==> src/rtl/vend_controller.sv <==
// Vending machine sequencing FSM: accumulates coin credit, arbitrates vend/cancel,
// and times dispense, change-return and inactivity phases in whole 1 Hz ticks.
module vend_controller #(
  parameter int PRICE         = 75,
  parameter int CREDIT_W      = 8,
  parameter int CREDIT_MAX    = 250,
  parameter int DISPENSE_SECS = 3,
  parameter int CHANGE_SECS   = 2,
  parameter int TIMEOUT_SECS  = 10
) (
  input  logic                clk,
  input  logic                rst_n,
  input  logic                tick_1hz,
  input  logic                coin_nickel,
  input  logic                coin_dime,
  input  logic                coin_quarter,
  input  logic                btn_vend,
  input  logic                btn_cancel,
  output logic [CREDIT_W-1:0] credit,
  output logic [CREDIT_W-1:0] change_amt,
  output logic                dispensing,
  output logic                returning,
  output logic                coin_reject,
  output logic                insufficient,
  output logic [1:0]          state
);

  typedef enum logic [1:0] {
    IDLE     = 2'd0,
    COLLECT  = 2'd1,
    DISPENSE = 2'd2,
    CHANGE   = 2'd3
  } state_t;

  // One extra bit so credit + coin value cannot wrap before the limit compare.
  localparam int SUM_W = CREDIT_W + 1;

  state_t              state_q, state_d;
  logic [CREDIT_W-1:0] credit_d, change_d;
  logic [7:0]          secs_q, secs_d;
  logic                coin_reject_d, insufficient_d;

  logic [SUM_W-1:0]    coin_sum, credit_ext, credit_plus;
  logic [8:0]          secs_inc;
  logic                coin_in, coin_fits, coin_accept;
  logic                disp_done, chg_done, timeout_hit;

  always_comb begin
    coin_sum    = (coin_nickel  ? SUM_W'(5)  : SUM_W'(0))
                + (coin_dime    ? SUM_W'(10) : SUM_W'(0))
                + (coin_quarter ? SUM_W'(25) : SUM_W'(0));
    credit_ext  = {1'b0, credit};
    credit_plus = credit_ext + coin_sum;
    coin_in     = coin_nickel | coin_dime | coin_quarter;
    coin_fits   = (credit_plus <= SUM_W'(CREDIT_MAX));
    // Phase ends are judged on the count including the tick in this cycle.
    secs_inc    = {1'b0, secs_q} + 9'd1;
    disp_done   = tick_1hz && (secs_inc == 9'(DISPENSE_SECS));
    chg_done    = tick_1hz && (secs_inc == 9'(CHANGE_SECS));
    timeout_hit = tick_1hz && (secs_inc == 9'(TIMEOUT_SECS));
  end

  always_comb begin
    state_d        = state_q;
    credit_d       = credit;
    change_d       = change_amt;
    coin_accept    = 1'b0;
    insufficient_d = 1'b0;
    case (state_q)
      IDLE: begin
        if (coin_in && coin_fits) begin
          coin_accept = 1'b1;
          state_d     = COLLECT;
        end
      end
      COLLECT: begin
        if (btn_cancel) begin
          change_d = credit;
          credit_d = '0;
          state_d  = CHANGE;
        end else if (btn_vend && (credit_ext >= SUM_W'(PRICE))) begin
          change_d = credit - CREDIT_W'(PRICE);
          credit_d = '0;
          state_d  = DISPENSE;
        end else begin
          insufficient_d = btn_vend;
          // An accepted coin restarts the inactivity window, so it beats the timeout.
          if (coin_in && coin_fits) begin
            coin_accept = 1'b1;
          end else if (timeout_hit) begin
            change_d = credit;
            credit_d = '0;
            state_d  = CHANGE;
          end
        end
      end
      DISPENSE: begin
        if (disp_done) state_d = (change_amt != '0) ? CHANGE : IDLE;
      end
      CHANGE: begin
        if (chg_done) begin
          state_d  = IDLE;
          change_d = '0;
        end
      end
      default: state_d = IDLE;
    endcase

    if (coin_accept) credit_d = credit_plus[CREDIT_W-1:0];
    coin_reject_d = coin_in && !coin_accept;

    if ((state_d != state_q) || coin_accept) secs_d = '0;
    else if (tick_1hz)                       secs_d = secs_inc[7:0];
    else                                     secs_d = secs_q;
  end

  always_ff @(posedge clk or negedge rst_n) begin
    if (!rst_n) begin
      state_q      <= IDLE;
      credit       <= '0;
      change_amt   <= '0;
      secs_q       <= '0;
      dispensing   <= 1'b0;
      returning    <= 1'b0;
      coin_reject  <= 1'b0;
      insufficient <= 1'b0;
    end else begin
      state_q      <= state_d;
      credit       <= credit_d;
      change_amt   <= change_d;
      secs_q       <= secs_d;
      dispensing   <= (state_d == DISPENSE);
      returning    <= (state_d == CHANGE);
      coin_reject  <= coin_reject_d;
      insufficient <= insufficient_d;
    end
  end

  assign state = state_q;

endmodule

==> config.mk <==
export PLATFORM = sky130hd
export DESIGN_NAME = vend_controller
export DESIGN_NICKNAME = d
export VERILOG_FILES = /design/src/rtl/vend_controller.sv
export SDC_FILE = /design/constraint.sdc
export NUM_CORES = 1
export LEC_CHECK = 0
export BUFFER_PORTS_ARGS = -buffer_cell sky130_fd_sc_hd__buf_2
export CAP_MARGIN = 20
export CORE_UTILIZATION = 60
export DETAILED_ROUTE_END_ITERATION = 7
export GPL_TIMING_DRIVEN = 0
export PLACE_DENSITY_LB_ADDON = 0.12
export SLEW_MARGIN = 20
export SYNTH_ARGS = -nofsm -noshare
export SYNTH_HDL_FRONTEND = slang
export SYNTH_SLANG_ARGS = --single-unit
export TNS_END_PERCENT = 100
==> constraint.sdc <==
create_clock -name clk -period 5.1 [get_ports clk]
set_input_delay 1.02 -clock clk [delete_from_list [all_inputs] [get_ports clk]]
set_output_delay 1.02 -clock clk [all_outputs]
set_load 0.03 [all_outputs]
==> reports/results.ini, run 1 <==
[yosys]
ys.warnings.count = 0
synthDominantCellAreaShare_pct = 35.3
synth_area_leaders = dfrtp_1 35%, ha_1 7.1%, nand2_1 4.9%
synth.net_count = 243
yosysMostFrequentCell = dfrtp_1
synth_edf_count = 0
ys_ff_latch = 30
ys_seq_area_share_pct = 35.3
netlist_instances = 220
ys_types = 54
avgSynthCellArea_um2 = 9.66
synth_ff_type = dfrtp_1
synth_area_um2 = 2130
synth_top_cell_by_area = dfrtp_1
synth_top_cells_by_count = 30 x dfrtp_1, 28 x nand2_1, 12 x ha_1, 12 x nor2_1, 12 x nor3_1
ys_async_sr_fraction_pct = 100

[clock_tree]
cts_resized = 0
cts-htree-levels = 2
post_cts_buffers = 0
cts_made_buffers = 5
clk_pin_slew_ns = 0.10
cts_sinks = 30
clock_tree.root_cell = clkbuf_4
clk_path_buf_depth = 2
tritoncts = built
ctsHoldBuffers = 0
insertion_delay_ns = 0.34

[timing]
fin_tns_setup_ns = 0
setup_viol = 0
period_share_pct = 73.2
whs_ns = 0.554
period_minus_slack_ns = 3.73
slew_headroom_pct = 55.3
finalHoldViolCount = 0
fin_skew_ns = 0.0126
worstMarginPinSlew_ns = 0.669
finalMaxSlewViolations = 0
rsz0062_at_grt = no
fmax_mhz = 268

[worst_setup_path]
reg2reg_to = change_amt[7]
path_class = primary input to register
crit_fanout = 10
crit_arrival_ns = 4.00
crit_start = coin_dime
crit_end = change_amt[7]
crit_required_ns = 5.37
ff2ff_setup_slack_ns = 1.72
r2r_cells = 11
crit_path_end_kind = register
cp-start-kind = primary input
r2r-start = credit[1]

[drt]
drtPass1Iterations = 4
totalWireLength_um = 4060
wl_per_cell_um = 13.5
vias = 1737
drc_errors = 0
drt_iter0_drc = 87
viasPerCell = 5.75
ant_nets = 0

[grt]
antenna_found_initial = 0
gr-total-overflow = 0
track_usage_pct = 25.8
grt_pass1_wl_um = 7070
grt_pass1_vias = 1585
grt_max_degree = 31

[hold_path]
min_path_type = register to register
min_from = change_amt[7]

[power_and_ir_drop]
ir_drop_uv = 294
seq_power_share_pct = 30.6
pwr-share-comb_pct = 57.2
p_leak_nw = 1.19
internal_power_w = 0.000645
power_switching_w = 0.000595
powerDensity_nw_per_um2 = 520
switching_share_pct = 48.0
clkPwrFrac_pct = 12.2
finalPower_w = 0.00124

[cells_and_area]
num_antenna_cells = 0
layout-drive-gt1-share_pct = 22.3
final-seq-area_um2 = 751
multi_input_area_um2 = 1280
area_delta_synth_final_pct = 12.3
finalNetCount = 278
num-fill-cells = 301

[job]
maxCapViolCount = 0

[placement]
port-buffer-count = 28
gp_congestion = 0.816
dpl.hpwl_um = 3130

[floorplanning]
row_count = 21
start_util_pct = 63.2
die-area_um2 = 3780
die_x_um = 61.5
die_y_um = 61.5
core-area_um2 = 3360
ios = 30

[run_status]
status = finished, final reports clean

## registers in the layout, indices dropped and copies added (netlist names)
register,flops
coin_reject,1
state,2
dispensing,1
insufficient,1
secs_q,8
change_amt,8
returning,1
credit,8
## logic make-up (layout without fill, tap and decap cells)
logic type	Yosys count	in the layout	synth area share [%]
simple gates	81	81	18.9
compound gates	45	45	18.1
flops	30	30	35.3
xor+xnor	21	21	8.65
buf+inv	18	54	4.36
fa+ha+maj	15	15	9.89
mux	10	10	4.77
## metal layers
| layer | track usage (%) | part of all wire, % | up-vias |
|---|---|---|---|
| met3 | 6.30 | 3.9 | 6 |
| li1 | - | - | 871 |
| met1 | 35.9 | 50 | 827 |
| met5 | 0 | 0 | - |
| met2 | 39.5 | 45 | 33 |
| met4 | 8.25 | 1.3 | 0 |
## through the flow
step                instances  worst slack (ns)  util [%]  area, um^2
floorplan                 220              1.48         -        2130
global placement          294              1.06      69.1        2320
detailed placement        294              1.02      69.1        2320
CTS                       302              1.37      71.0        2390
global route              302              1.19      71.0        2390
finish                    302              1.37      71.0        2390
## how the worst min path moves through the flow
stage	to	slack, ns	depth (start not counted)
3_5_place_dp	change_amt[7]	0.54	2
2_1_floorplan	secs_q[5]	0.58	2
5_1_grt	change_amt[5]	0.59	2
3_3_place_gp	change_amt[1]	0.53	2
4_1_cts	change_amt[4]	0.56	2
6_report	change_amt[7]	0.55	2
## worst max-delay path, stage by stage
cell and delay (ns):
buf_2 0.12, ha_1 0.29, ha_1 0.23, fa_1 0.41
a21o_1 0.21, nand3_1 0.10, a21bo_2 0.15, nor3_1 0.05
o2111a_1 0.34, o41ai_2 0.50, buf_2 0.35, mux2i_1 0.21
## power groups by stage
stage / clock [W] / sequential, W / combinational (W)
2_1_floorplan: 0 / 0.000496 / 0.000430
3_3_place_gp: 0 / 0.000380 / 0.000702
3_5_place_dp: 0 / 0.000384 / 0.000713
4_1_cts: 0.000154 / 0.000380 / 0.000716
5_1_grt: 0.000165 / 0.000393 / 0.000793
6_report: 0.000151 / 0.000379 / 0.000710
## final cells by class
cell class / instances / area share [%]
Clock inverter: 2 / 0.524
Clock buffer: 6 / 2.15
Tap cell: 46 / 2.41
Buffer: 10 / 2.62
Timing Repair Buffer: 28 / 5.87
Sequential cell: 30 / 31.4
Inverter: 8 / 1.26
Multi-Input combinational cell: 172 / 53.7
## placed cells by master (no fill, tap or decap), types with 3 or more instances in the layout
cell / instances
buf_2: 30
dfrtp_1: 30
nand2_1: 28
nor3_1: 12
nor2_1: 12
ha_1: 12
xnor2_1: 11
xor2_1: 10
mux2i_1: 9
inv_1: 8
a21oi_1: 6
a32o_1: 6
nand3_1: 5
nand4_1: 5
nand2b_1: 5
clkbuf_4: 5
clkbuf_1: 4
a21o_1: 4
nor4_1: 4
nor2b_1: 3
fa_1: 3
No activity file was read; power rests on OpenSTA's default activity.
==> inputs of run 2 (changes only) <==
--- a/config.mk
+++ b/config.mk
@@ -7,7 +7,7 @@
 export LEC_CHECK = 0
 export BUFFER_PORTS_ARGS = -buffer_cell sky130_fd_sc_hd__buf_2
 export CAP_MARGIN = 20
-export CORE_UTILIZATION = 60
+export CORE_UTILIZATION = 57
 export DETAILED_ROUTE_END_ITERATION = 7
 export GPL_TIMING_DRIVEN = 0
 export PLACE_DENSITY_LB_ADDON = 0.12
==> constraint.sdc (replaced) <==
create_clock -name clk -period 3.5 [get_ports clk]
set_input_delay 0.7 -clock clk [delete_from_list [all_inputs] [get_ports clk]]
set_output_delay 0.7 -clock clk [all_outputs]
set_load 0.03 [all_outputs]
==> reports/results.ini, run 2 (synthesis gave the netlist of run 1 again) <==
[run_status]
status = finished, final reports clean

[grt]
grt_pass1_wl_um = 7410  ; +4.9%
track_usage_pct = 23.7  ; -2.0 points
grt_max_degree = 31  ; unchanged
gr-total-overflow = 0  ; unchanged
grt_pass1_vias = 1648  ; +4.0%
antenna_found_initial = 0  ; unchanged

[power_and_ir_drop]
seq_power_share_pct = 28.5  ; -2.1 points
p_leak_nw = 1.21  ; +2.1%
power_switching_w = 0.000875  ; +47%
switching_share_pct = 45.3  ; -2.7 points
finalPower_w = 0.00193  ; +56%
internal_power_w = 0.00106  ; +64%
powerDensity_nw_per_um2 = 793  ; +53%
pwr-share-comb_pct = 54.0  ; -3.2 points
clkPwrFrac_pct = 17.4  ; +5.2 points
ir_drop_uv = 424  ; +44%

[cells_and_area]
reg_top3 = change_amt: 8 flops, credit: 8 flops, secs_q: 8 flops
num_antenna_cells = 0  ; unchanged
multi_input_area_um2 = 1280  ; unchanged
area_delta_synth_final_pct = 14.5
layout-drive-gt1-share_pct = 22.3  ; unchanged
final_common_cell = dfrtp_1
final_cell_mix = 30 x dfrtp_1, 29 x buf_2, 28 x nand2_1
finalNetCount = 278  ; unchanged
fin_area_um2 = 2430  ; +2.0%
num-fill-cells = 279  ; -7.3%
final-seq-area_um2 = 751  ; unchanged

[drt]
wl_per_cell_um = 13.6  ; +0.81%
vias = 1735  ; -0.12%
drtPass1Iterations = 4  ; unchanged
viasPerCell = 5.75  ; -0.12%
totalWireLength_um = 4100  ; +0.81%
drt_iter0_drc = 106  ; +22%
drc_errors = 0  ; unchanged
ant_nets = 0  ; unchanged

[clock_tree]
cts-htree-levels = 2  ; unchanged
cts_sinks = 30  ; unchanged
clock_tree.root_cell = clkbuf_8
cts_made_buffers = 5  ; unchanged
tritoncts = built
post_cts_buffers = 0  ; unchanged
clk_path_buf_depth = 2  ; unchanged
insertion_delay_ns = 0.28  ; -0.06 ns
clk_pin_slew_ns = 0.06  ; -0.04 ns

[worst_setup_path]
critical_path.top_delay_family = compound AO/OA/AOI/OAI gates
r2r_cells = 11  ; unchanged
crit_start = coin_dime
r2r-start = credit[1]
path_cells = buf_2 -> ha_1 -> ha_1 -> fa_1 -> a21o_1 -> nand3_1 -> a21bo_2 -> nor3_1 -> o2111a_1 -> o41ai_2 -> buf_4 -> mux2i_1
reg2reg_to = change_amt[4]
cp_num_buf_inv = 2  ; unchanged
cpPeakStageDelay_ns = 0.50  ; about the same
cp-start-kind = primary input
crit_required_ns = 3.70  ; -1.67 ns
crit_path_end_kind = register
slowest_stage = o41ai_2
crit_arrival_ns = 3.62  ; -0.38 ns
path_common_cell = ha_1
crit_fanout = 10  ; unchanged
path_class = primary input to register
ff2ff_setup_slack_ns = 0.16  ; -1.56 ns

[floorplanning]
die_x_um = 63.1  ; +2.5%
start_util_pct = 61.8  ; -1.4 points
ios = 30  ; unchanged
die-area_um2 = 3980  ; +5.1%
core-area_um2 = 3440  ; +2.3%
die_y_um = 63.1  ; +2.5%
row_count = 21  ; unchanged

[timing]
fin_tns_setup_ns = 0  ; unchanged
period_minus_slack_ns = 3.42
worstMarginPinSlew_ns = 0.678  ; +0.00890 ns
finalMaxSlewViolations = 0  ; unchanged
rsz0062_at_grt = yes
setup_viol = 0  ; unchanged
fin_skew_ns = 0.00502  ; -0.00761 ns
period_share_pct = 97.8
slew_headroom_pct = 54.7  ; -0.59 points
fmax_mhz = 292
finalHoldViolCount = 0  ; unchanged

[placement]
placed_area_um2 = 2320  ; unchanged
gp_congestion = 0.918  ; +12%
dpl.hpwl_um = 3120  ; -0.22%
port-buffer-count = 28  ; unchanged

[job]
maxCapViolCount = 0  ; unchanged

[hold_path]
min_path_type = primary input to asynchronous set/reset pin

==> run 2: power by group through the flow <==
stage | registers, W | logic (W) | clock network (W)
after global placement | 0.000554 | 0.00102 | 0
after CTS | 0.000551 | 0.00105 | 0.000342
after detailed placement | 0.000557 | 0.00104 | 0
after floorplan | 0.000722 | 0.000626 | 0
after global routing | 0.000571 | 0.00115 | 0.000361
final | 0.000551 | 0.00104 | 0.000336
==> run 2: worst max path at each step <==
stage	cells past startpoint	end
detailed placement	12	change_amt[4]
floorplan	11	change_amt[1]
CTS	12	change_amt[4]
global placement	12	change_amt[5]
global route	12	change_amt[4]
finish	12	change_amt[4]
==> run 2: repair_timing <==
action / CTS / global route
endpoints found under the setup margin: 1 / 9
pin swaps: 0 / 0
gates resized for setup: 1 / 0
hold buffers: 0 / 0
==> run 2: metal layers <==
layer | GRT usage [%] | part of all wire [%] | up-vias
met5 | 0 | 0 | -
met4 | 9.88 | 2.2 | 0
met3 | 3.99 | 3.4 | 11
met2 | 35.9 | 44 | 41
met1 | 33.5 | 50 | 818
li1 | - | - | 865
==> run 2: layout make-up <==
cell class	instances	share of cell area [%]
multi-input combinational	172	52.7
inverter	8	1.23
tap	46	2.36
buffer	10	2.67
clock buffer	5	2.83
clock inverter	3	1.64
sequential	30	30.8
timing repair buffer	28	5.76
==> run 2: stage by stage <==
| step | setup slack, ns | std cells | hold slack [ns] | util [%] |
|---|---|---|---|---|
| finish | 0.0758 | 302 | 0.442 | 70.7 |
| global route | -0.0882 | 302 | 0.481 | 70.7 |
| CTS | 0.0707 | 302 | 0.462 | 70.7 |
| detailed placement | -0.256 | 294 | 0.541 | 67.5 |
| global placement | -0.229 | 294 | 0.535 | 67.5 |
| floorplan | 0.204 | 220 | 0.404 | - |
